[config.mk]
export PLATFORM = sky130hd
export DESIGN_NAME = cv32e40p_fault_tracker_ft
export DESIGN_NICKNAME = d
export VERILOG_FILES = /design/src/rtl/cv32e40p_fault_tracker_ft.sv
export SDC_FILE = /design/constraint.sdc
export NUM_CORES = 1
export LEC_CHECK = 0
export CORE_UTILIZATION = 55
export CTS_CLUSTER_SIZE = 40
export DETAILED_ROUTE_END_ITERATION = 10
export GPL_TIMING_DRIVEN = 1
export PLACE_DENSITY_LB_ADDON = 0.05
export SETUP_SLACK_MARGIN = 0.1
export SLEW_MARGIN = 0
export SYNTH_ARGS = -nofsm -noshare
export SYNTH_HDL_FRONTEND = slang
export SYNTH_SLANG_ARGS = --single-unit
[constraint.sdc]
create_clock -name clk -period 4.05 [get_ports clk]
set_input_delay 0.405 -clock clk [delete_from_list [all_inputs] [get_ports clk]]
set_output_delay 0.405 -clock clk [all_outputs]
set_load 0.05 [all_outputs]
[src/rtl/cv32e40p_fault_tracker_ft.sv]
// Per-replica leaky error tracker for the TMR ALU/MULT replicas; drives sticky faulty flags.
// Optional FT_FAULT_INJECT_EN adds inject_alu_i/inject_mult_i to force replicas faulty.
module cv32e40p_fault_tracker_ft #(
  parameter int unsigned THRESH    = 4,
  parameter int unsigned CNT_W     = 3,
  parameter int unsigned DECAY_OPS = 256,
  parameter int unsigned DECAY_W   = 9
) (
  input  logic       clk,
  input  logic       rst_n,
  input  logic       ex_valid_i,
  input  logic       alu_used_i,
  input  logic       mult_used_i,
  input  logic [3:0] alu_err_i,
  input  logic [2:0] mult_err_i,
`ifdef FT_FAULT_INJECT_EN
  input  logic [3:0] inject_alu_i,
  input  logic [2:0] inject_mult_i,
`endif
  input  logic       clear_i,
  output logic [3:0] permanent_faulty_alu_o,
  output logic [2:0] permanent_faulty_mult_o,
  output logic       new_fault_o,
  output logic       fault_irq_o
);

  localparam int unsigned NumAlu  = 4;
  localparam int unsigned NumMult = 3;

  localparam logic [1:0] StHealthy = 2'd0;
  localparam logic [1:0] StSuspect = 2'd1;
  localparam logic [1:0] StFaulty  = 2'd2;

  localparam logic [CNT_W-1:0]   CntThresh = CNT_W'(THRESH);
  localparam logic [CNT_W-1:0]   CntOne    = CNT_W'(1);
  localparam logic [DECAY_W-1:0] DecayMax  = DECAY_W'(DECAY_OPS - 1);
  localparam logic [DECAY_W-1:0] DecayOne  = DECAY_W'(1);

  // ALU group state
  logic [1:0]         alu_st_q  [NumAlu];
  logic [1:0]         alu_st_d  [NumAlu];
  logic [CNT_W-1:0]   alu_cnt_q [NumAlu];
  logic [CNT_W-1:0]   alu_cnt_d [NumAlu];
  logic [DECAY_W-1:0] alu_dec_q, alu_dec_d;
  logic [3:0]         alu_flag_q, alu_flag_d;
  logic [3:0]         alu_live, alu_inject;
  logic               alu_sample, alu_decay_step;

  // MULT group state
  logic [1:0]         mult_st_q  [NumMult];
  logic [1:0]         mult_st_d  [NumMult];
  logic [CNT_W-1:0]   mult_cnt_q [NumMult];
  logic [CNT_W-1:0]   mult_cnt_d [NumMult];
  logic [DECAY_W-1:0] mult_dec_q, mult_dec_d;
  logic [2:0]         mult_flag_q, mult_flag_d;
  logic [2:0]         mult_live, mult_inject;
  logic               mult_sample, mult_decay_step;

  logic new_fault_q, new_fault_d;
  logic irq_q, irq_d;

`ifdef FT_FAULT_INJECT_EN
  assign alu_inject  = inject_alu_i;
  assign mult_inject = inject_mult_i;
`else
  assign alu_inject  = '0;
  assign mult_inject = '0;
`endif

  always_comb begin
    for (int i = 0; i < NumAlu; i++) begin
      alu_flag_q[i] = (alu_st_q[i] == StFaulty);
    end
    for (int i = 0; i < NumMult; i++) begin
      mult_flag_q[i] = (mult_st_q[i] == StFaulty);
    end
  end

  // ALU group: errors from FAULTY replicas are masked before counting and decay qualification.
  always_comb begin
    alu_sample     = ex_valid_i & alu_used_i;
    alu_live       = alu_err_i & ~alu_flag_q;
    alu_decay_step = alu_sample && (alu_live == '0) && (alu_dec_q == DecayMax);

    alu_dec_d = alu_dec_q;
    if (alu_sample) begin
      if (alu_live != '0) begin
        alu_dec_d = '0;
      end else if (alu_dec_q == DecayMax) begin
        alu_dec_d = '0;
      end else begin
        alu_dec_d = alu_dec_q + DecayOne;
      end
    end

    for (int i = 0; i < NumAlu; i++) begin
      alu_st_d[i]  = alu_st_q[i];
      alu_cnt_d[i] = alu_cnt_q[i];
      if (alu_sample && alu_live[i]) begin
        if (alu_cnt_q[i] >= (CntThresh - CntOne)) begin
          alu_st_d[i]  = StFaulty;
          alu_cnt_d[i] = CntThresh;
        end else begin
          alu_st_d[i]  = StSuspect;
          alu_cnt_d[i] = alu_cnt_q[i] + CntOne;
        end
      end else if (alu_decay_step && (alu_st_q[i] == StSuspect)) begin
        alu_cnt_d[i] = alu_cnt_q[i] - CntOne;
        alu_st_d[i]  = (alu_cnt_q[i] == CntOne) ? StHealthy : StSuspect;
      end
      if (alu_inject[i]) begin
        alu_st_d[i]  = StFaulty;
        alu_cnt_d[i] = CntThresh;
      end
      if (clear_i) begin
        alu_st_d[i]  = StHealthy;
        alu_cnt_d[i] = '0;
      end
      alu_flag_d[i] = (alu_st_d[i] == StFaulty);
    end

    if (clear_i) begin
      alu_dec_d = '0;
    end
  end

  always_comb begin
    mult_sample     = ex_valid_i & mult_used_i;
    mult_live       = mult_err_i & ~mult_flag_q;
    mult_decay_step = mult_sample && (mult_live == '0) && (mult_dec_q == DecayMax);

    mult_dec_d = mult_dec_q;
    if (mult_sample) begin
      if (mult_live != '0) begin
        mult_dec_d = '0;
      end else if (mult_dec_q == DecayMax) begin
        mult_dec_d = '0;
      end else begin
        mult_dec_d = mult_dec_q + DecayOne;
      end
    end

    for (int i = 0; i < NumMult; i++) begin
      mult_st_d[i]  = mult_st_q[i];
      mult_cnt_d[i] = mult_cnt_q[i];
      if (mult_sample && mult_live[i]) begin
        if (mult_cnt_q[i] >= (CntThresh - CntOne)) begin
          mult_st_d[i]  = StFaulty;
          mult_cnt_d[i] = CntThresh;
        end else begin
          mult_st_d[i]  = StSuspect;
          mult_cnt_d[i] = mult_cnt_q[i] + CntOne;
        end
      end else if (mult_decay_step && (mult_st_q[i] == StSuspect)) begin
        mult_cnt_d[i] = mult_cnt_q[i] - CntOne;
        mult_st_d[i]  = (mult_cnt_q[i] == CntOne) ? StHealthy : StSuspect;
      end
      if (mult_inject[i]) begin
        mult_st_d[i]  = StFaulty;
        mult_cnt_d[i] = CntThresh;
      end
      if (clear_i) begin
        mult_st_d[i]  = StHealthy;
        mult_cnt_d[i] = '0;
      end
      mult_flag_d[i] = (mult_st_d[i] == StFaulty);
    end

    if (clear_i) begin
      mult_dec_d = '0;
    end
  end

  // Pulse and irq are registered from the same edge as the flags so they line up with them.
  always_comb begin
    new_fault_d = 1'b0;
    if (!clear_i) begin
      new_fault_d = (|(alu_flag_d & ~alu_flag_q)) | (|(mult_flag_d & ~mult_flag_q));
    end
    irq_d = (&alu_flag_d) | (&mult_flag_d);
  end

  always_ff @(posedge clk or posedge rst_n) begin
    if (rst_n) begin
      for (int i = 0; i < NumAlu; i++) begin
        alu_st_q[i]  <= StHealthy;
        alu_cnt_q[i] <= '0;
      end
      for (int i = 0; i < NumMult; i++) begin
        mult_st_q[i]  <= StHealthy;
        mult_cnt_q[i] <= '0;
      end
      alu_dec_q   <= '0;
      mult_dec_q  <= '0;
      new_fault_q <= 1'b0;
      irq_q       <= 1'b0;
    end else begin
      for (int i = 0; i < NumAlu; i++) begin
        alu_st_q[i]  <= alu_st_d[i];
        alu_cnt_q[i] <= alu_cnt_d[i];
      end
      for (int i = 0; i < NumMult; i++) begin
        mult_st_q[i]  <= mult_st_d[i];
        mult_cnt_q[i] <= mult_cnt_d[i];
      end
      alu_dec_q   <= alu_dec_d;
      mult_dec_q  <= mult_dec_d;
      new_fault_q <= new_fault_d;
      irq_q       <= irq_d;
    end
  end

  assign permanent_faulty_alu_o  = alu_flag_q;
  assign permanent_faulty_mult_o = mult_flag_q;
  assign new_fault_o             = new_fault_q;
  assign fault_irq_o             = irq_q;

endmodule

==> results.sh, run 1 <==
export IMPL_fin_util_pct=62.9
export IMPL_path_clk_slew_ns=0.10
export IMPL_num_vias=3043
export IMPL_syn_num_nets=448
export IMPL_dieArea_um2=7060
export IMPL_synthCells=405
export IMPL_grt_use_met2_pct=38.7
export IMPL_regArea_um2=1380
export IMPL_synth_seq_cells=55
export IMPL_cts_resized=0
export IMPL_max_freq_mhz=414
export IMPL_postCtsSetupRepairBufs=0
export IMPL_ir_drop_mv=0.140
export IMPL_avgSynthCellArea_um2=9.14
export IMPL_grt_max_degree=54
export IMPL_antenna_found_initial=0
export IMPL_design_portCount=22
export IMPL_tightest_slew_ns=0.965
export IMPL_cp_max_fo=13
export IMPL_core_area_um2=6420
export IMPL_worst_setup_path_type="input port to register"
export IMPL_fin_nets=466
export IMPL_cts_buffers=5
export IMPL_die_h_um=84.0
export IMPL_gp_congestion=0.821
export IMPL_grt_usage_pct=24.0
export IMPL_grt_pass1_vias=2921
export IMPL_post_dp_cell_area_um2=3940
export IMPL_initialDrtViolationCount=224
export IMPL_finalCritPeriodShare_pct=59.7
export IMPL_multi_input_area_um2=2120
export IMPL_cts_hold_buf=0
export IMPL_ys_warn_count=0
export IMPL_cts_root_buf="clkbuf_8"
export IMPL_antenna_left=0
export IMPL_clock_latency_ns=0.32
export IMPL_cp_end_kind="register"
export IMPL_tns_ns=0
export IMPL_synthArstFlopShare_pct=100
export IMPL_fin_area_um2=4040
export IMPL_wirelength_um=8090
export IMPL_start_util_pct=57.6
export IMPL_grt_pass1_wl_um=13800
export IMPL_cts_tree="built"
export IMPL_failed_checks="design-rule violations"
export IMPL_syn_to_final_growth_pct=9.23
export IMPL_synth_edff_count=0
export IMPL_dpl_hpwl_um=5870
export IMPL_h_tree_depth=2
export IMPL_maxSlewViolCount=0
export IMPL_setup_viol=0
export IMPL_diodes=0
export IMPL_gr_total_overflow=0
export IMPL_drc=3
export IMPL_rows=29
export IMPL_power_leakage_nw=1.76
export IMPL_p_total_mw=1.20
export IMPL_skew_ns=0.00985
export IMPL_power_density_cell_area_nw_per_um2=297
export IMPL_vias_per_cell=6.07
export IMPL_synth_distinct_cells=59
export IMPL_slew_headroom_pct=35.7
export IMPL_numPortBuffers=21
export IMPL_rsz0062_at_grt="no"
export IMPL_hold_viol_final=0
export IMPL_drive_above_1_share_pct=6.60
export IMPL_hold_class="input port to async pin"
export IMPL_netlist_area_um2=3700
export IMPL_critPathLaunchType="input port"
export IMPL_ys_dominant_reg_cell="dfrtp_1"
export IMPL_die_x_um=84.0
export IMPL_clockBufferDepth=2
export IMPL_grtUsageMet3_pct=3.56
export IMPL_cp_required_ns=4.28
export IMPL_avgRoutedWirePerCell_um=16.1
export IMPL_cts_sinks=55
export IMPL_arrival_ns=2.65
export IMPL_cap_violations=0
export IMPL_dr_pass1_iters=8
export IMPL_status="complete, but fails checks"
export IMPL_busiest_layer="met2"
export IMPL_period_needed_ns=2.42
export IMPL_fill_cells=570
export IMPL_use_met1_pct=33.8
export IMPL_seq_area_frac_synth_pct=37.2
-- cells in the mapped netlist (all sizes together), types with 6 or more instances --
master,instances,share of area (%)
dfrtp,55,37
nor2b,6,1.0
nor3,10,1.4
o21ai,22,3.0
nand2,26,2.6
ha,30,10
a211o,8,1.9
a31oi,8,1.4
clkbuf,8,1.4
xnor2,6,1.4
inv,36,3.7
nand2b,15,2.9
nand3,25,3.5
a211oi,10,2.0
a221oi,6,1.4
a21oi,23,3.4
nor2,32,3.2
nand4,9,1.7
-- registers in the layout, indices dropped and copies added, names as in the netlist --
signal       count
alu_cnt_q       12
alu_dec_q        9
alu_st_q         8
fault_irq_o      1
mult_cnt_q       9
mult_dec_q       9
mult_st_q        6
new_fault_o      1
-- final timing paths --
| kind | startpoint | endpoint | slack [ns] | cells after the start |
|---|---|---|---|---|
| max in group asynchronous | rst_n | alu_cnt_q[2] | 2.79 | 3 |
| worst max register to register | alu_dec_q[0] | fault_irq_o | 1.66 | 7 |
| min in group clk | mult_dec_q[7] | mult_dec_q[7] | 0.52 | 1 |
| worst min-delay path | rst_n | mult_dec_q[4] | 0.46 | 2 |
| worst min register to register | mult_dec_q[7] | mult_dec_q[7] | 0.52 | 1 |
| worst max-delay path | ex_valid_i | mult_cnt_q[7] | 1.63 | 7 |
-- kinds of logic after synthesis --
kind of cell    count (synthesis)  synth area share, %
simple gates                  158                 24.6
compound gates                101                 19.0
flops                          55                 37.2
buf+inv                        47                 5.48
fa+ha+maj                      30                 10.1
xor+xnor                        9                 2.13
mux                             5                 1.42
-- metal layers --
layer / up-vias / part of all wire (%)
met4: 0 / 1.1
met1: 1462 / 49
met2: 59 / 46
li1: 1514 / -
met5: - / 0
met3: 8 / 3.4
-- final cells by class --
class | count | share of cell area, %
multi-input cells | 303 | 52.5
flip-flops and latches | 55 | 34.0
repair buffers | 22 | 5.26
inverters | 36 | 3.34
clock buffers | 8 | 2.48
well taps | 77 | 2.38
-- worst max-delay path, stage by stage --
cell             delay (ns)
clkdlybuf4s50_1        0.72
nand2_1                0.17
a21oi_1                0.26
and3_1                 0.41
nand2_1                0.17
or3_1                  0.33
a31oi_1                0.18
-- power by group --
group | switching, mW | internal, mW | total, mW
logic | 0.148 | 0.0964 | 0.245
clock network | 0.188 | 0.157 | 0.345
registers | 0.0338 | 0.579 | 0.613
total | 0.370 | 0.832 | 1.20
-- layout by cell type, fill, tap and decap left out, types with 10 or more instances in the layout --
cell type        count
clkdlybuf4s50_1     20
nand2b_1            13
ha_1                30
inv_1               35
nor2_1              32
nand2_1             26
a21oi_1             22
a211oi_1            10
nor3_1              10
nand3_1             24
o21ai_0             21
dfrtp_1             55
-- metrics by stage --
stage	hold slack, ns	std cells	setup WS, ns
finish	0.459	501	1.63
global route	0.519	501	1.40
detailed placement	0.501	493	1.29
global placement	0.493	493	1.39
floorplan	0.469	405	2.03
CTS	0.480	501	1.62
(Power assumes the default switching activity.)
==> run 2: changes to the inputs <==
==> constraint.sdc (replaced) <==
create_clock -name clk -period 2.25 [get_ports clk]
set_input_delay 0.225 -clock clk [delete_from_list [all_inputs] [get_ports clk]]
set_output_delay 0.225 -clock clk [all_outputs]
set_load 0.05 [all_outputs]
==> results.sh, run 2 (synthesized netlist as in run 1, its figures left out) <==
export IMPL_status="complete, but fails checks"
export IMPL_failed_checks="design-rule violations"
export IMPL_fill_cells=537
export IMPL_grt_pass1_vias=3007
export IMPL_clock_latency_ns=0.31
export IMPL_cp_max_fo=6
export IMPL_tightest_slew_ns=0.731
export IMPL_num_vias=3137
export IMPL_diodes=0
export IMPL_numPortBuffers=21
export IMPL_multi_input_area_um2=2170
export IMPL_maxSlewViolCount=0
export IMPL_final_common_cell="dfrtp_1"
export IMPL_rows=29
export IMPL_crit_path_start="mult_cnt_q[3]"
export IMPL_path_buf_inv=0
export IMPL_grt_usage_pct=24.4
export IMPL_cts_root_buf="clkbuf_8"
export IMPL_h_tree_depth=2
export IMPL_grt_max_degree=56
export IMPL_power_density_cell_area_nw_per_um2=498
export IMPL_gr_total_overflow=0
export IMPL_vias_per_cell=5.93
export IMPL_die_h_um=84.0
export IMPL_largest_register_ffs=12
export IMPL_clock_power_share_pct=25.5
export IMPL_power_switching_mw=0.668
export IMPL_p_sw_share_pct=31.2
export IMPL_drc=4
export IMPL_grt_pass1_wl_um=14000
export IMPL_cts_sinks=55
export IMPL_layout_common_cells="54 x dfrtp_1, 35 x inv_1, 32 x nor2_1, 28 x ha_1, 28 x buf_4"
export IMPL_hold_class="input port to async pin"
export IMPL_top_register="alu_cnt_q"
export IMPL_drive_above_1_share_pct=13.7
export IMPL_antenna_left=0
export IMPL_crit_family="compound AO/OA/AOI/OAI gates"
export IMPL_place_ws_ns=0.00674
export IMPL_max_stage_delay_ns=0.46
export IMPL_dieArea_um2=7060
export IMPL_path_clk_slew_ns=0.10
export IMPL_path_cells="ha_1 -> ha_1 -> a211o_1 -> nor3_1 -> a21oi_1 -> a211o_1 -> o311ai_1 -> o31ai_1"
export IMPL_max_freq_mhz=482
export IMPL_cap_violations=0
export IMPL_slew_headroom_pct=51.3
export IMPL_syn_to_final_growth_pct=16.2
export IMPL_tns_ns=0
export IMPL_power_leakage_nw=1.94
export IMPL_start_util_pct=57.6
export IMPL_worst_path_max_delay_cell="dfrtp_1"
export IMPL_clockBufferDepth=2
export IMPL_fin_nets=494
export IMPL_period_needed_ns=2.07
export IMPL_skew_ns=0.00772
export IMPL_p_int_mw=1.47
export IMPL_critPathLaunchType="register"
export IMPL_setup_viol=0
export IMPL_core_area_um2=6420
export IMPL_regArea_um2=1380
export IMPL_design_portCount=22
export IMPL_gp_congestion=0.863
export IMPL_cts_buffers=5
export IMPL_cts_tree="built"
export IMPL_pwr_share_seq_pct=51.4
export IMPL_cp_required_ns=2.44
export IMPL_dr_pass1_iters=8
export IMPL_comb_power_share_pct=23.1
export IMPL_wirelength_um=8300
export IMPL_rr_startpoint="mult_cnt_q[3]"
export IMPL_avgRoutedWirePerCell_um=15.7
export IMPL_layout_setup_ws_ns=0.176
export IMPL_dpl_hpwl_um=6020
export IMPL_worst_setup_path_type="register to register"
export IMPL_cp_end_kind="register"
export IMPL_hold_viol_final=0
export IMPL_ir_drop_mv=0.317
export IMPL_rsz0062_at_grt="yes"
export IMPL_arrival_ns=2.27
export IMPL_finalCritPeriodShare_pct=92.2
export IMPL_initialDrtViolationCount=169
export IMPL_antenna_found_initial=0
export IMPL_die_x_um=84.0
## run 2: changes by cell type in the layout (fill, tap and decap cells not counted), sizes merged
cell / delta
dlymetal6s2s: +3
buf: +28
clkinv: +1
clkbuf: -1
clkdlybuf4s50: -3
## run 2: what timing repair did
action                     in CTS  in global routing
pin swaps                       1                  5
setup endpoints to repair       6                 15
hold buffers                    0                  0
setup buffers                   1                  2
gates resized for setup         2                 12
## run 2: cell type report
cell class	instances	area share (%)
Clock buffer	7	1.77
Clock inverter	1	0.116
Inverter	36	3.14
Multi-Input combinational cell	303	50.4
Sequential cell	55	32.0
Tap cell	77	2.24
Timing Repair Buffer	50	10.3
## run 2: final timing paths
check                      depth (start not counted)  slack, ns             to
setup / recovery                                   8       0.18    fault_irq_o
hold / removal                                     3       0.29   alu_cnt_q[5]
setup reg to reg                                   8       0.18    fault_irq_o
hold reg to reg                                    1       0.52  mult_dec_q[5]
max in group asynchronous                          3       1.70  mult_cnt_q[0]
min in group clk                                   2       0.50    alu_st_q[0]
## run 2: worst register-to-register path, cell delays in order, from the launching register on
cell,delay [ns]
dfrtp_1,0.46
ha_1,0.24
ha_1,0.19
a211o_1,0.25
nor3_1,0.22
a21oi_1,0.12
a211o_1,0.27
o311ai_1,0.09
o31ai_1,0.12
## run 2: metal layers
metal,wire length (µm),share of wire (%),vias up,GRT usage (%)
met1,4150,50,1516,34.9
met3,251,3.0,8,3.56
met4,89,1.1,0,5.96
met2,3810,46,51,39.0
met5,0,0,-,0
li1,-,-,1562,-
## run 2: power by group through the flow
stage               logic [mW]  registers [mW]  clock network, mW
global route             0.548            1.11              0.598
finish                   0.494            1.10              0.546
global placement         0.477            1.12                  0
CTS                      0.490            1.10              0.554
floorplan                0.321            1.11                  0
detailed placement       0.486            1.12                  0
## run 2: per-stage QoR
| stage | instance area, µm² | hold slack, ns | power (mW) | instances | util [%] |
|---|---|---|---|---|---|
| 4_1_cts | 4250 | 0.298 | 2.15 | 527 | 66.1 |
| 5_1_grt | 4300 | 0.310 | 2.26 | 529 | 67.0 |
| 3_5_place_dp | 4140 | 0.496 | 1.61 | 518 | 64.5 |
| 3_3_place_gp | 4140 | 0.480 | 1.60 | 518 | 64.5 |
| 2_1_floorplan | 3700 | 0.430 | 1.43 | 405 | - |
| 6_report | 4300 | 0.286 | 2.14 | 529 | 67.0 |
